**config.mk**
```make
export PLATFORM = sky130hd
export DESIGN_NAME = rs_pool
export DESIGN_NICKNAME = d
export VERILOG_FILES = /design/src/rtl/rs_pool.sv
export SDC_FILE = /design/constraint.sdc
export NUM_CORES = 1
export LEC_CHECK = 0
export ABC_CLOCK_PERIOD_IN_PS = 5300
export BUFFER_PORTS_ARGS = -buffer_cell sky130_fd_sc_hd__buf_2
export CORE_ASPECT_RATIO = 1.2
export CORE_UTILIZATION = 40
export DETAILED_ROUTE_END_ITERATION = 10
export PLACE_DENSITY = 0.72
export RECOVER_POWER = 25
export SLEW_MARGIN = 20
export SYNTH_ARGS = -nofsm -noshare
export SYNTH_HDL_FRONTEND = slang
export SYNTH_SLANG_ARGS = --single-unit
```
**constraint.sdc**
```tcl
create_clock -name i_clk -period 5.3 [get_ports i_clk]
set_input_delay 0 -clock i_clk [delete_from_list [all_inputs] [get_ports i_clk]]
set_output_delay 0 -clock i_clk [all_outputs]
set_load 0.005 [all_outputs]
```
**src/rtl/rs_pool.sv**
```systemverilog
// rs_pool: parametrised reservation-station pool.
// Accepts dispatched instructions into the lowest free station, snoops two
// result buses for missing operands, and presents the oldest fully-ready
// station to the functional unit over a valid/ready handshake.
// Accept order is kept in an age matrix: r_older[i][j] set means station i
// was accepted before station j. Only rows/columns of busy stations matter.

module rs_pool #(
    parameter int DEPTH    = 2,
    parameter int DATA_W   = 16,
    parameter int TAG_W    = 4,
    parameter int OP_W     = 4,
    parameter int REG_W    = 4,
    parameter int TAG_BASE = 0
) (
    input  logic                         i_clk,
    input  logic                         i_rst,
    input  logic                         i_flush,
    input  logic                         i_in_valid,
    output logic                         o_in_ready,
    input  logic [OP_W-1:0]              i_in_op,
    input  logic [REG_W-1:0]             i_in_dst,
    input  logic [DATA_W-1:0]            i_in_v0,
    input  logic [DATA_W-1:0]            i_in_v1,
    input  logic                         i_in_r0,
    input  logic                         i_in_r1,
    input  logic [TAG_W-1:0]             i_in_s0,
    input  logic [TAG_W-1:0]             i_in_s1,
    output logic [TAG_W-1:0]             o_alloc_tag,
    output logic [$clog2(DEPTH+1)-1:0]   o_filled,
    input  logic                         i_cdbA_valid,
    input  logic [TAG_W-1:0]             i_cdbA_tag,
    input  logic [DATA_W-1:0]            i_cdbA_data,
    input  logic                         i_cdbB_valid,
    input  logic [TAG_W-1:0]             i_cdbB_tag,
    input  logic [DATA_W-1:0]            i_cdbB_data,
    output logic                         o_out_valid,
    input  logic                         i_out_ready,
    output logic [OP_W-1:0]              o_out_op,
    output logic [REG_W-1:0]             o_out_dst,
    output logic [TAG_W-1:0]             o_out_tag,
    output logic [DATA_W-1:0]            o_out_v0,
    output logic [DATA_W-1:0]            o_out_v1
);

    localparam int IDX_W = $clog2(DEPTH);
    localparam int CNT_W = $clog2(DEPTH+1);

    // Station state
    logic [DEPTH-1:0]  r_busy;
    logic [DEPTH-1:0]  r_r0;
    logic [DEPTH-1:0]  r_r1;
    logic [OP_W-1:0]   r_op  [DEPTH];
    logic [REG_W-1:0]  r_dst [DEPTH];
    logic [DATA_W-1:0] r_v0  [DEPTH];
    logic [DATA_W-1:0] r_v1  [DEPTH];
    logic [TAG_W-1:0]  r_s0  [DEPTH];
    logic [TAG_W-1:0]  r_s1  [DEPTH];
    logic [DEPTH-1:0]  r_older [DEPTH];

    logic [IDX_W-1:0]  w_free_idx;
    logic [CNT_W-1:0]  w_filled;
    logic [DEPTH-1:0]  w_elig;
    logic [DEPTH-1:0]  w_blocked;
    logic [DEPTH-1:0]  w_pick;
    logic [IDX_W-1:0]  w_sel_idx;
    logic              w_sel_any;
    logic              w_accept;
    logic              w_release;
    logic [DATA_W:0]   w_acc0;
    logic [DATA_W:0]   w_acc1;
    logic [DATA_W:0]   w_nx0 [DEPTH];
    logic [DATA_W:0]   w_nx1 [DEPTH];

    // Resolve one operand against the result buses: {ready, value}.
    // An already-ready operand is never overwritten; bus A wins over bus B.
    function automatic logic [DATA_W:0] snoop(
        input logic              rdy,
        input logic [DATA_W-1:0] val,
        input logic [TAG_W-1:0]  src,
        input logic              a_v,
        input logic [TAG_W-1:0]  a_t,
        input logic [DATA_W-1:0] a_d,
        input logic              b_v,
        input logic [TAG_W-1:0]  b_t,
        input logic [DATA_W-1:0] b_d
    );
        if (rdy)
            return {1'b1, val};
        else if (a_v && (a_t == src))
            return {1'b1, a_d};
        else if (b_v && (b_t == src))
            return {1'b1, b_d};
        else
            return {1'b0, val};
    endfunction

    // Lowest free station and busy count
    always_comb begin
        w_free_idx = IDX_W'(DEPTH-1);
        w_filled   = '0;
        for (int i = DEPTH-1; i >= 0; i--) begin
            if (!r_busy[i])
                w_free_idx = IDX_W'(i);
        end
        for (int i = 0; i < DEPTH; i++) begin
            w_filled = w_filled + CNT_W'(r_busy[i]);
        end
    end

    // Oldest eligible station: eligible and no older eligible station exists
    always_comb begin
        w_elig    = r_busy & r_r0 & r_r1;
        w_blocked = '0;
        for (int i = 0; i < DEPTH; i++) begin
            for (int j = 0; j < DEPTH; j++) begin
                if ((j != i) && w_elig[j] && r_older[j][i])
                    w_blocked[i] = 1'b1;
            end
        end
        w_pick    = w_elig & ~w_blocked;
        w_sel_idx = '0;
        w_sel_any = 1'b0;
        for (int i = 0; i < DEPTH; i++) begin
            if (w_pick[i]) begin
                w_sel_idx = IDX_W'(i);
                w_sel_any = 1'b1;
            end
        end
    end

    // Operand resolution for the incoming instruction and for every station
    always_comb begin
        w_acc0 = snoop(i_in_r0, i_in_v0, i_in_s0,
                       i_cdbA_valid, i_cdbA_tag, i_cdbA_data,
                       i_cdbB_valid, i_cdbB_tag, i_cdbB_data);
        w_acc1 = snoop(i_in_r1, i_in_v1, i_in_s1,
                       i_cdbA_valid, i_cdbA_tag, i_cdbA_data,
                       i_cdbB_valid, i_cdbB_tag, i_cdbB_data);
        for (int i = 0; i < DEPTH; i++) begin
            w_nx0[i] = snoop(r_r0[i], r_v0[i], r_s0[i],
                             i_cdbA_valid, i_cdbA_tag, i_cdbA_data,
                             i_cdbB_valid, i_cdbB_tag, i_cdbB_data);
            w_nx1[i] = snoop(r_r1[i], r_v1[i], r_s1[i],
                             i_cdbA_valid, i_cdbA_tag, i_cdbA_data,
                             i_cdbB_valid, i_cdbB_tag, i_cdbB_data);
        end
    end

    // Handshake qualifiers; in_ready reflects pre-edge state only
    always_comb begin
        o_in_ready = ~&r_busy;
        w_accept   = i_in_valid && o_in_ready;
        w_release  = w_sel_any && i_out_ready;
    end

    // Station update: flush/reset clear, accept loads, release frees, wakeup
    always_ff @(posedge i_clk) begin
        if (i_rst || i_flush) begin
            r_busy <= '0;
            r_r0   <= '0;
            r_r1   <= '0;
            for (int i = 0; i < DEPTH; i++) begin
                r_op[i]    <= '0;
                r_dst[i]   <= '0;
                r_v0[i]    <= '0;
                r_v1[i]    <= '0;
                r_s0[i]    <= '0;
                r_s1[i]    <= '0;
                r_older[i] <= '0;
            end
        end else begin
            for (int i = 0; i < DEPTH; i++) begin
                if (w_accept && (w_free_idx == IDX_W'(i))) begin
                    // New arrival is younger than everything already held
                    r_busy[i]  <= 1'b1;
                    r_op[i]    <= i_in_op;
                    r_dst[i]   <= i_in_dst;
                    r_r0[i]    <= w_acc0[DATA_W];
                    r_v0[i]    <= w_acc0[DATA_W-1:0];
                    r_s0[i]    <= i_in_s0;
                    r_r1[i]    <= w_acc1[DATA_W];
                    r_v1[i]    <= w_acc1[DATA_W-1:0];
                    r_s1[i]    <= i_in_s1;
                    r_older[i] <= '0;
                end else begin
                    if (w_release && (w_sel_idx == IDX_W'(i)))
                        r_busy[i] <= 1'b0;
                    if (r_busy[i]) begin
                        r_r0[i] <= w_nx0[i][DATA_W];
                        r_v0[i] <= w_nx0[i][DATA_W-1:0];
                        r_r1[i] <= w_nx1[i][DATA_W];
                        r_v1[i] <= w_nx1[i][DATA_W-1:0];
                    end
                    if (w_accept)
                        r_older[i][w_free_idx] <= 1'b1;
                end
            end
        end
    end

    // Presented station fields, zero when nothing is ready
    always_comb begin
        o_alloc_tag = TAG_W'(TAG_BASE) + TAG_W'(w_free_idx);
        o_filled    = w_filled;
        o_out_valid = w_sel_any;
        o_out_op    = '0;
        o_out_dst   = '0;
        o_out_tag   = '0;
        o_out_v0    = '0;
        o_out_v1    = '0;
        if (w_sel_any) begin
            o_out_op  = r_op[w_sel_idx];
            o_out_dst = r_dst[w_sel_idx];
            o_out_tag = TAG_W'(TAG_BASE) + TAG_W'(w_sel_idx);
            o_out_v0  = r_v0[w_sel_idx];
            o_out_v1  = r_v1[w_sel_idx];
        end
    end

endmodule

```
# --- After elaboration in Yosys (flattened, before gate mapping) ---
# Memory sizes are Yosys's and may differ from the RTL's.
# Index checks and enable logic that the tools add are counted.
word_totals:
  n_memories: 7
  output_inout_bits: 52
  elab_cells: 183
  mem_bits_rw: 100
  reg_bits: 6
mem_list:
  columns: ["memory", "depth", "width", "rd", "rd_ports_with_merged_regs", "write_ports", "line_no", "text"]
  rows:
  - ["r_v0", 2, 16, 1, 0, 2, "55", "logic [DATA_W-1:0] r_v0 [DEPTH];"]
  - ["r_v1", 2, 16, 1, 0, 2, "56", "logic [DATA_W-1:0] r_v1 [DEPTH];"]
  - ["r_dst", 2, 4, 1, 0, 2, "54", "logic [REG_W-1:0] r_dst [DEPTH];"]
  - ["r_op", 2, 4, 1, 0, 2, "53", "logic [OP_W-1:0] r_op [DEPTH];"]
  - ["r_s0", 2, 4, 2, 0, 2, "57", "logic [TAG_W-1:0] r_s0 [DEPTH];"]
  - ["r_s1", 2, 4, 2, 0, 2, "58", "logic [TAG_W-1:0] r_s1 [DEPTH];"]
  - ["+1 memories", null, null, null, null, null, null, null]
op_classes:
  order_cmp: 2
  n_mux: 87
  add_sub_neg: 1
  eq_ne: 20
  n_reduce_logical: 32
  bitwise_logic: 28
op_table:
  columns: ["operator", "count"]
  rows:
  - ["two-way mux 17 bit", 18]
  - ["two-way mux 16 bit", 10]
  - ["== test 4 bit", 12]
  - ["two-way mux 1 bit", 44]
  - ["two-way mux 4 bit", 10]
  - ["OR 1 bit", 22]
  - ["logical AND 1 bit", 21]
  - ["!= test 3 bit, second input constant", 4]
  - ["AND reduction 3 bit", 4]
  - ["two-way mux 2 bit", 4]
  - ["nonzero test 2 bit", 4]
  - ["bitwise AND 2 bit", 3]
  - ["!= test 1 bit, second input constant", 4]
  - ["adder 1 x 1 -> 2 bit", 1]
  - ["< comparator 1 x 2 -> 1 bit, second input constant", 1]
  - ["NOT 1 bit", 2]
  - ["NOT 2 bit", 1]
  - ["AND reduction 2 bit", 1]
  - ["demux 1 bit (select 1 bit)", 1]
  - [">= comparator 1 bit, second input constant", 1]
  - ["logical NOT 1 bit", 1]
  - ["logical OR 1 bit", 1]

# --- Longest topological paths before layout ---
# Gate-level depths: netlist (run 1).
logic_depth:
  ltp_word: 12
  mapped_depth: 9
  mapped_depth_nobuf: 7

# --- Worst setup path before layout (run 1) ---
# OpenSTA, ideal clock, no wires.
synth_timing:
  path_type: "register -> register"
  start: "register r_busy[1]"
  end: "memory r_v1[1][0], enable pin"
  stages_incl_launch_ff: 8
  setup_ps: 416
  n_path_buf: 1
  arrival_time_ps: 1927
  path_slack_ps: 2957
  t_required_ps: 4884
  period_less_slack_ps: 2343
  cell_sequence: "dfxtp_1 ha_1 nand3b_1 nand3_1 nor2_1 o21ai_2 clkbuf_1 nand3_1"
synth_lines:
  columns: ["element", "line_no", "text"]
  rows:
  - ["start: declaration", "50", "logic [DEPTH-1:0] r_busy;"]
  - ["start signal: assignment", "160", "r_busy <= '0;"]
  - ["start signal: indexed assignment", "176", "r_busy[i] <= 1'b1;"]
  - ["start signal: indexed assignment", "188", "r_busy[i] <= 1'b0;"]
  - ["end: declaration", "56", null]

# --- Final worst setup path (run 1) ---
layout_timing:
  start: "register r_busy[1]"
  end: "output o_out_v0[0]"
layout_between:
  elab_chain_len: 9
  word_cells_on_any_way: 11
  classes_between: "mux: 5; bitwise: 4; reduce/logical: 1; memory: 1"
layout_lines:
  columns: ["element", "line_no", "text"]
  rows:
  - ["bitwise AND 2 bit (*) (2 in series)", "113", "w_elig = r_busy & r_r0 & r_r1;"]
  - ["logical AND 1 bit", "117", "if ((j != i) && w_elig[j] && r_older[j][i])"]
  - ["two-way mux 1 bit", "117", null]
  - ["NOT 2 bit", "121", "w_pick = w_elig & ~w_blocked;"]
  - ["bitwise AND 2 bit (*)", "121", null]
  - ["two-way mux 1 bit (2 in series)", "125", "if (w_pick[i]) begin"]
  - ["two-way mux 16 bit (*)", "212", "if (w_sel_any) begin"]
  - ["end: declaration", "42", "output logic [DATA_W-1:0] o_out_v0,"]
# Mark *: on every way between the ends. The rest lies on a longest branch, timed or not.

==> results.md, run 1 <==
* Routed vias at slightly below 6000
* Clock Power Share at approximately a third
* Ys flop type: edfxtp_1
* Vias in the first global route at about 5500
* Worst-case clock skew at ~0.008 ns
* Cells on worst reg2reg path at 6
* Port bufs at ~140
* Most frequent cells in the layout: buf_2, edfxtp_1, o22ai_1
* Bufs on Longest Clock Path at 2
* Violation count after the first detailed-routing iteration at 868
* Cell Pwr Density at approximately 250 mW/mm2
* Commonest non-fill, non-tap cell in the layout: buf_2
* TritonCTS clock tree: yes
* Num Clock Sinks at about 100
* Setup crit start: r_busy[1]
* Skew-Pair Late Insertion Delay at between 0.3 and 0.4 ns
* LEAKAGE at 2.87 nW
* Sequential area share after synthesis at between 40% and 50%
* CORE AREA at 0.0156 mm2
* DR WL/cell at between 20 and 25 um
* Ys async rst share at 0%
* Failing checks: max-capacitance violations, max-slew violations
* Sequential power share at approximately half
* Synth Register Bits at approximately 100
* Io pins at ~150
* Total CTS buffers at 9
* Initial antenna violation count at 3
* Reg2reg setup slack at 2.28 ns
* Crit path max fanout at 42
* Row cnt at 50
* Pre-antenna DRT Iters at 6
* Status: finished with violations
* Top post-synthesis cells by area: edfxtp_1, mux2i_1, o22ai_1, a22o_1, xnor2_1
* Hold Fails Final Rpt at 0
* Total Routed Length at ~21 mm
* Share of layout cells above drive strength 1 at between 20% and 30%
* Top-area cell type share of the netlist area at 45.6%
* Switching Share at between 20% and 30%
* Worst Path Arrival at around 3.4 ns
* CP Capture Type: output pin
* CP max stage delay at roughly 1.6 ns
* First-pass GRT wire length at 30.9 mm
* Combinational group share of total power at between 10 and 15%
* Total track usage at around a quarter
* Crit path kind: flop to output pin
* FF-to-FF Start: r_busy[0]
* Average size of a mapped cell at roughly 11 um2
* Syn. warnings at 0
* Mapped Cells at 578
* Crit path launch type: flop
* CP Data Required Time at 5.30 ns
* Worst Tran Pin Value at between 2 and 2.5 ns
* DRC at 0
* RR Endpoint: r_v1[1][4]
* H-tree Lvls at 3
* Min Tclk post-route at approximately 3.4 ns
* Worst path slowest cell: clkbuf_1
* NetSw at between 0.0005 and 0.0006 W
* Hold WC Path Type: primary input to flop
* Vias per inst at approximately 6.4
* GRT overflow at 0
* GP Congestion at roughly 0.98
* Die Ht at ~140 um
* Final setup viols at 0
* Filler instances at around 1500
* HPWL Detailed at about 14 mm
* Post-DP Area at 0.00714 mm2
* RSZ-0062 raised after global routing: false
* Utilization after layout at 48.0%
* Final nets at 790
* Clock transition at path regs at 0.07 ns
* Final Max Slew Viols at 43
* Hold EP: r_s0[0][2]
* Origin of the worst min-delay path: i_in_s0[2]
* Die Wd at about 120 um
* P&R area growth vs syn at 17.5%
* CTS root buf: clkbuf_16
* VDD IR max at 0.146 mV
* Crit-path cells: nand3_1, a41oi_4, clkbuf_1, a22o_1, buf_2
* Unique masters post-synth at 49
* Die area at about 0.016 mm2
* Post-Syn Area at roughly 0.0064 mm2
* Synth area leader: edfxtp_1
* EDFF count, synth at 97
* Final Cycle Share at 63.5%
* Antenna violation net count after detailed routing at 0
* Max Freq at slightly below 300 MHz
* Setup TNS at 0 ns
* Initial Util at approximately two fifths
* Hold path depth at 2
* Max cap viols at 1
* Internal at about 0.0014 W
* Slew margin rel. at -42.7%
* Largest net degree at the start of global routing at 43
* Post-route cell area at 0.00751 mm2
-- final cells by class --
| cell class | instances | area (um2) | share of cell area (%) |
|---|---|---|---|
| antenna | 2 | 5.00 | 0.0667 |
| clock buffer | 9 | 225 | 3.00 |
| clock inverter | 7 | 53.8 | 0.717 |
| inverter | 25 | 93.8 | 1.25 |
| multi-input combinational | 395 | 2980 | 39.8 |
| sequential | 104 | 3050 | 40.7 |
| tap | 208 | 260 | 3.47 |
| timing repair buffer | 157 | 831 | 11.1 |
-- worst max-delay path by stage --
stage,to,cells after the start
after detailed placement,r_v0[1][13],6
after CTS,r_v0[1][13],6
after global routing,o_out_v0[0],5
after floorplan,r_v1[1][0],7
final,o_out_v0[0],5
after global placement,r_v1[1][12],6
-- cell usage after synthesis, drive strengths merged (3+ instances only) --
cell type,n
a22oi,16
nand3,14
a31oi,16
nor2,13
o22ai,81
clkbuf,21
and3,16
nor3,26
xnor2,24
o21ai,7
nor4,4
a311oi,3
xor2,21
buf,38
mux2i,48
a21oi,7
a22o,40
edfxtp,97
inv,25
nand2,17
a222oi,17
dfxtp,7
-- critical path: cells and delay by family, from the launching register on --
| family | cells | cell delay, ns |
|---|---|---|
| buffers and inverters | 2 | 1.68 |
| and+or+nand+nor | 1 | 0.25 |
| DFF | 1 | 0.45 |
| AOI/OAI and AO/OA | 2 | 0.62 |
-- through the flow --
step	std cells	hold WS [ns]	setup slack, ns	power, W
after CTS	905	0.0229	2.33	0.00190
after global placement	880	0.245	2.48	0.00125
final	907	0.0363	1.93	0.00190
after detailed placement	880	0.240	2.33	0.00126
after global routing	906	0.0456	1.74	0.00195
after floorplan	583	0.118	2.96	0.00115
-- routing by layer --
layer / global-route usage, % / wire (um)
met5: 0 / 13
met4: 10.7 / 705
met3: 4.72 / 2220
met2: 40.3 / 9840
met1: 31.4 / 7840
-- logic make-up (layout without fill, tap and decap cells) --
logic type	Yosys count	count (layout)	synth area share (%)
xor+xnor	45	45	6.17
buf+inv	84	198	6.38
flops	104	104	47.8
compound gates	195	195	23.4
fa+ha+maj	1	1	0.196
other cells	1	8	0.0587
mux	48	48	7.52
simple gates	100	100	8.48
-- flip-flops by register name, summed over array words and instances (netlist names) --
register	cells
r_s0	8
r_v0	32
r_r1	2
r_v1	32
r_r0	2
r_busy	2
r_dst	8
r_older	2
r_op	8
r_s1	8
-- power groups by stage --
stage / registers, W / clock network (W) / logic (W)
final: 0.000975 / 0.000646 / 0.000281
after CTS: 0.000974 / 0.000647 / 0.000274
after floorplan: 0.000983 / 0 / 0.000168
after detailed placement: 0.000993 / 0 / 0.000268
after global routing: 0.000978 / 0.000678 / 0.000298
after global placement: 0.000990 / 0 / 0.000258
-- repair_timing --
item                                   4_1_cts  5_1_grt
buffers inserted                             0        0
hold buffers                                 9        0
endpoints found under the hold margin       18        0
gates resized for setup                      0        0
Note: power is estimated with default switching activity, not from simulation.
==> inputs of run 2 (changes only) <==
ABC_CLOCK_PERIOD_IN_PS = 3500   (was 5300)
clock period = 3.5 ns   (was 5.3 ns; I/O delays follow)
==> results.md, run 2 (synthesized netlist as in run 1, its figures left out) <==
* Status: finished, final reports clean
* Max Freq at 346 MHz
* Final setup viols at 0
* Cell Pwr Density at 389 mW/mm2
* Vias in the first global route at between 5000 and 6000
* Largest net degree at the start of global routing at 42
* Violation count after the first detailed-routing iteration at just under 900
* Worst path slowest cell: nand2_1
* Setup Buffers After CTS at 0
* H-tree Lvls at 3
* P&R area growth vs syn at 19.0%
* Commonest non-fill, non-tap cell in the layout: buf_2
* CP Capture Type: flop
* FF-to-FF Start: r_busy[0]
* HPWL Detailed at between 10 and 15 mm
* Share of layout cells above drive strength 1 at 26.4%
* Final Cycle Share at between 80% and 90%
* Worst-case clock skew at ~0.011 ns
* Die area at 0.0165 mm2
* RSZ-0062 raised after global routing: false
* Worst setup margin at 0.611 ns
* Crit path launch type: flop
* Initial antenna violation count at 5
* Max cap viols at 0
* Pre-CTS setup slack at roughly 0.71 ns
* Min Tclk post-route at between 2 and 3 ns
* Worst Tran Pin Value at about 1.3 ns
* CP max stage delay at about 0.63 ns
* Reg2reg setup slack at 0.61 ns
* Clock transition at path regs at ~0.07 ns
* DRC at 0
* Pre-antenna DRT Iters at 7
* TritonCTS clock tree: yes
* Routed vias at ~5900
* Port bufs at around 140
* Vias per inst at approximately 6.4
* DR WL/cell at between 20 and 25 um
* Crit-path cells: ha_1, nand3b_1, nand3_1, nor2_1, o21ai_2, nand2_1, o22ai_1
* Total track usage at 24.8%
* Final Power at just under 0.003 W
* Row cnt at 50
* Io pins at 149
* Setup TNS at 0 ns
* CTS root buf: clkbuf_16
* Setup crit start: r_busy[0]
* Post-route cell area at ~0.0076 mm2
* LEAKAGE at 2.92 nW
* Crit path max fanout at 18
* Multi-input gate area at between 0.002 and 0.003 mm2
* Sequential cell area at 0.00305 mm2
* VDD IR max at 0.228 mV
* Post-DP Area at roughly 0.0072 mm2
* Origin of the worst min-delay path: i_in_s0[2]
* Filler instances at ~1400
* Hold Fails Final Rpt at 0
* Most frequent cells in the layout: buf_2, edfxtp_1, o22ai_1
* Die Wd at between 100 and 150 um
* Largest regs: r_v0 (32), r_v1 (32)
* Antenna violation net count after detailed routing at 0
* Final nets at 800
* Bufs on Longest Clock Path at 2
* First-pass GRT wire length at around 31 mm
* Total Routed Length at about 21 mm
* Crit path kind: flop to flop
* Num Clock Sinks at roughly 100
* Hold WC Path Type: primary input to flop
* Final Max Slew Viols at 0
* GP Congestion at about 1
* CP Data Required Time at between 3 and 4 ns
* Worst Path Arrival at between 3 and 4 ns
* GRT overflow at 0
* Skew-Pair Late Insertion Delay at 0.36 ns
* Slew margin rel. at between 10% and 20%
* Initial Util at roughly 41%
* Die Ht at roughly 140 um
* Total CTS buffers at 9
* CORE AREA at between 0.015 and 0.02 mm2
==> run 2: cell count changes in the layout (fill, tap and decap cells not counted), moves of 2 or more <==
cell | before | now
clkbuf_1 | 10 | 12
clkbuf_2 | 2 | 0
buf_4 | 5 | 14
diode_2 | 2 | 4
==> run 2: what timing repair did <==
item | CTS | global route
setup endpoints to repair | 0 | 0
endpoints found under the hold margin | 18 | 0
hold buffers | 9 | 0
resized for setup | 0 | 0
==> run 2: per-stage QoR <==
| step | util, % | hold slack (ns) | cells |
|---|---|---|---|
| after CTS | 48.7 | 0.0217 | 915 |
| final | 48.6 | 0.0244 | 919 |
| after global placement | 46.2 | 0.245 | 890 |
| after detailed placement | 46.2 | 0.254 | 890 |
| after global routing | 48.6 | 0.0518 | 917 |
| after floorplan | - | 0.118 | 583 |
==> run 2: final cells by class <==
class	instances	share of cell area, %
Clock buffer	9	2.96
Multi-Input combinational cell	395	39.2
Inverter	25	1.23
Clock inverter	7	1.04
Timing Repair Buffer	167	11.8
Antenna cell	4	0.132
Tap cell	208	3.42
Sequential cell	104	40.1
==> run 2: per-layer routing <==
layer  routed length, um  track usage (%)  part of all wire [%]  vias to the layer above
met4                 928             13.4                   4.5                        4
met1                7550             30.0                    36                     2821
met5                  27                0                  0.13                        -
met2                9910             40.8                    48                      413
li1                    -                -                     -                     2552
met3                2310             5.74                    11                       66
==> run 2: critical path: cells and delay by family, from the launching register on <==
family,cells,cell delay (ns)
AND/OR/NAND/NOR,4,1.29
AO/OA/AOI/OAI,2,0.67
flip-flops,1,0.46
adder cells (fa/ha/maj),1,0.30
==> run 2: power by group <==
group / switching (W) / total, W / internal, W / leakage [nW]
Sequential: 0.0000355 / 0.00148 / 0.00144 / 1.16
Combinational: 0.000264 / 0.000429 / 0.000165 / 1.62
Clock: 0.000491 / 0.00105 / 0.000563 / 0.146
Total: 0.000790 / 0.00296 / 0.00217 / 2.92
==> run 2: path summary, 6_finish.rpt <==
check,end,cells past startpoint
min reg2reg,r_older[1][0],2
min,r_s0[0][6],2
max,r_v0[1][11],7
max reg2reg,r_v0[1][11],7
==> inputs of run 3 (changes only) <==
ABC_AREA = 1   (was unset)
ABC_CLOCK_PERIOD_IN_PS = 2700   (was 3500)
PLACE_DENSITY = 0.71   (was 0.72)
clock period = 2.7 ns   (was 3.5 ns; I/O delays follow)
==> results.md, run 3 <==
* Status: finished, final reports clean
* DRC at 0
* First-pass GRT wire length at 35.9 mm
* DR WL/cell at roughly 15 um
* Bufs on Longest Clock Path at 2
* Skew-Pair Late Insertion Delay at 0.35 ns
* Cell family with most CP delay: buffers and inverters
* Syn. warnings at 0
* CTS root buf: clkbuf_16
* Initial antenna violation count at 3
* Worst-case clock skew at about 0.011 ns
* Min Tclk post-route at 2.36 ns
* Hold WC Path Type: primary input to flop
* Ys async rst share at 0%
* EDFF count, synth at just under 100
* Crit path launch type: flop
* Post-route cell area at 0.00876 mm2
* Worst Tran Pin Value at 1.07 ns
* Internal at ~0.0027 W
* Setup TNS at 0 ns
* Largest regs: r_v0 (32), r_v1 (32)
* P&R area growth vs syn at 16.0%
* Antenna violation net count after detailed routing at 0
* Vias per inst at between 5 and 6
* Synth Area in XOR/XNOR at around 1.0%
* Max Freq at about 420 MHz
* Multiplexer share of the synthesized area at 0%
* Max cap viols at 0
* Worst setup margin at 0.337 ns
* CP Buf/Inv Count at 3
* Slew margin rel. at around 29%
* Initial Util at about two fifths
* Cells on worst reg2reg path at 7
* Mapped Cells at between 1000 and 1500
* RSZ-0062 raised after global routing: false
* Port bufs at roughly 140
* Pre-CTS setup slack at about 0.64 ns
* Total Routed Length at 22.4 mm
* Synth Register Bits at 104
* Combinational group share of total power at between 15 and 20%
* Most frequent cells in the layout: nand2_1, buf_2, nor2_1
* Crit path kind: flop to flop
* Total track usage at between 20% and 30%
* Clock transition at path regs at roughly 0.07 ns
* Top post-synthesis cells by count: nand2_1, nor2_1, edfxtp_1
* Largest net degree at the start of global routing at 43
* Commonest non-fill, non-tap cell in the layout: nand2_1
* Vias in the first global route at 6860
* Post-DP Area at between 0.008 and 0.009 mm2
* Filler instances at 1835
* Cell Pwr Density at ~440 mW/mm2
* GRT overflow at 0
* VDD IR max at around 0.26 mV
* Final setup viols at 0
* Pre-antenna DRT Iters at 5
* Die area at just under 0.02 mm2
* RR Endpoint: r_dst[0][3]
* Clock Power Share at between 30% and 40%
* NetSw at 0.00109 W
* CP Capture Type: flop
* Num Clock Sinks at between 100 and 150
* TritonCTS clock tree: yes
* Reg2reg setup slack at around 0.34 ns
* Sequential cell area at 0.00305 mm2
* Sequential area share after synthesis at between 40 and 50%
* Row cnt at 54
* Final Power at 0.00382 W
* Top post-synthesis cells by area: edfxtp_1, nand2_1, nor2_1, a21oi_1, inv_1
* Top-count cell post-synth: nand2_1
* Final Cycle Share at between 80% and 90%
* Synth area leader: edfxtp_1
* Ys flop type: edfxtp_1
* Average size of a mapped cell at approximately 7.0 um2
* Simple-Gate Fraction of Synth Area at around 38%
* Share of layout cells above drive strength 1 at between 10% and 20%
* Sequential power share at approximately 50%
* Post-synthesis adder-cell area fraction at less than 1%
* Hold Fails Final Rpt at 0
* Hold path depth at 3
* Unique masters post-synth at 40
* CP max stage delay at about 0.77 ns
* Die Ht at approximately 150 um
* Io pins at about 150
* Die Wd at approximately 130 um
* Routed vias at between 7000 and 8000
* Compound-Gate Fraction of Synth Area at 11.6%
* LEAKAGE at around 4.4 nW
* Violation count after the first detailed-routing iteration at between 600 and 700
* GP Congestion at a little under 0.9
* Setup Buffers After CTS at 0
* Crit-path cells: ha_1, nor2_1, inv_1, nor2_1, inv_1, nand2_1, clkbuf_1
* Final Max Slew Viols at 0
* Switching Share at about 29%
* Crit path max fanout at 16
* Post-Syn Area at between 0.007 and 0.008 mm2
* CP Data Required Time at 2.67 ns
* Top-area cell type share of the netlist area at between 30 and 40%
* HPWL Detailed at 17.2 mm
* Worst Path Arrival at roughly 2.3 ns
* Hold EP: r_dst[1][3]
* Multi-input gate area at roughly 0.0039 mm2
* Total CTS buffers at 9
* Origin of the worst min-delay path: i_in_dst[3]
* Largest family of logic cells by synthesized area: simple AND/OR/NAND/NOR gates
* H-tree Lvls at 3
* CORE AREA at between 0.015 and 0.02 mm2
* Worst path slowest cell: clkbuf_1
* FF-to-FF Start: r_busy[0]
* Final nets at ~1300
[run 3: cell types whose count changed after synthesis, moves of 32 or more]
cell,change
a21oi_1,+72
mux2i_1,-48
inv_1,+52
o22ai_1,-69
nand2_1,+433
o211ai_1,+32
nor2_1,+102
a22o_1,-40
[run 3: worst max-delay path by stage]
| stage | start | endpoint | slack (ns) | cells past startpoint |
|---|---|---|---|---|
| after global routing | r_busy[1] | r_dst[0][3] | 0.16 | 7 |
| after CTS | r_busy[0] | o_out_v0[13] | 0.40 | 8 |
| after floorplan | r_busy[0] | r_v1[1][0] | 0.52 | 8 |
| after detailed placement | r_busy[0] | r_v1[1][14] | 0.64 | 11 |
| final | r_busy[0] | r_dst[0][3] | 0.34 | 7 |
| after global placement | r_busy[0] | r_v1[1][7] | 0.70 | 11 |
[run 3: what timing repair did]
item,in CTS,in global routing
hold buffers,8,0
endpoints found under the setup margin,0,0
gates resized for setup,0,0
endpoints found under the hold margin,14,0
[run 3: power groups by stage]
stage                     Sequential (W)  Clock, W  Combinational, W
after floorplan                  0.00194         0          0.000397
after global placement           0.00194         0          0.000603
after detailed placement         0.00195         0          0.000609
after CTS                        0.00191   0.00129          0.000620
after global routing             0.00192   0.00134          0.000697
final                            0.00191   0.00128          0.000626
[run 3: worst min-delay path, cell delays in order]
cell	delay [ns]
buf_2	0.10
inv_1	0.05
nor2_1	0.05
[run 3: cells by family (layout without fill, tap and decap cells)]
logic type | Yosys count | in the layout
AOI/OAI and AO/OA | 151 | 151
other | 1 | 9
xor gates and xnor gates | 9 | 9
DFF | 104 | 104
adders and majority gates | 1 | 1
and+or+nand+nor | 664 | 664
buffers and inverters | 151 | 275
[run 3: stage by stage]
stage          cells  hold slack, ns  utilization (%)
2_1_floorplan   1086           0.100                -
3_3_place_gp    1438           0.223             46.0
3_5_place_dp    1438           0.217             46.0
4_1_cts         1462         0.00153             48.0
5_1_grt         1465          0.0112             47.9
6_report        1465          0.0145             47.9
[run 3: cell type report]
| cell class | instances | area share (%) |
|---|---|---|
| inverter | 93 | 3.98 |
| multi-input combinational | 831 | 44.0 |
| clock inverter | 6 | 0.657 |
| clock buffer | 10 | 2.61 |
| sequential | 104 | 34.8 |
| timing repair buffer | 166 | 10.2 |
| tap | 252 | 3.60 |
| antenna | 3 | 0.0857 |
[run 3: layer usage]
| metal | routed length, um | track usage (%) | vias up |
|---|---|---|---|
| met5 | 0 | 0 | - |
| met4 | 675 | 9.69 | 0 |
| met3 | 1720 | 3.69 | 39 |
| met2 | 10100 | 36.6 | 314 |
| met1 | 9930 | 32.8 | 3315 |
| li1 | - | - | 3709 |
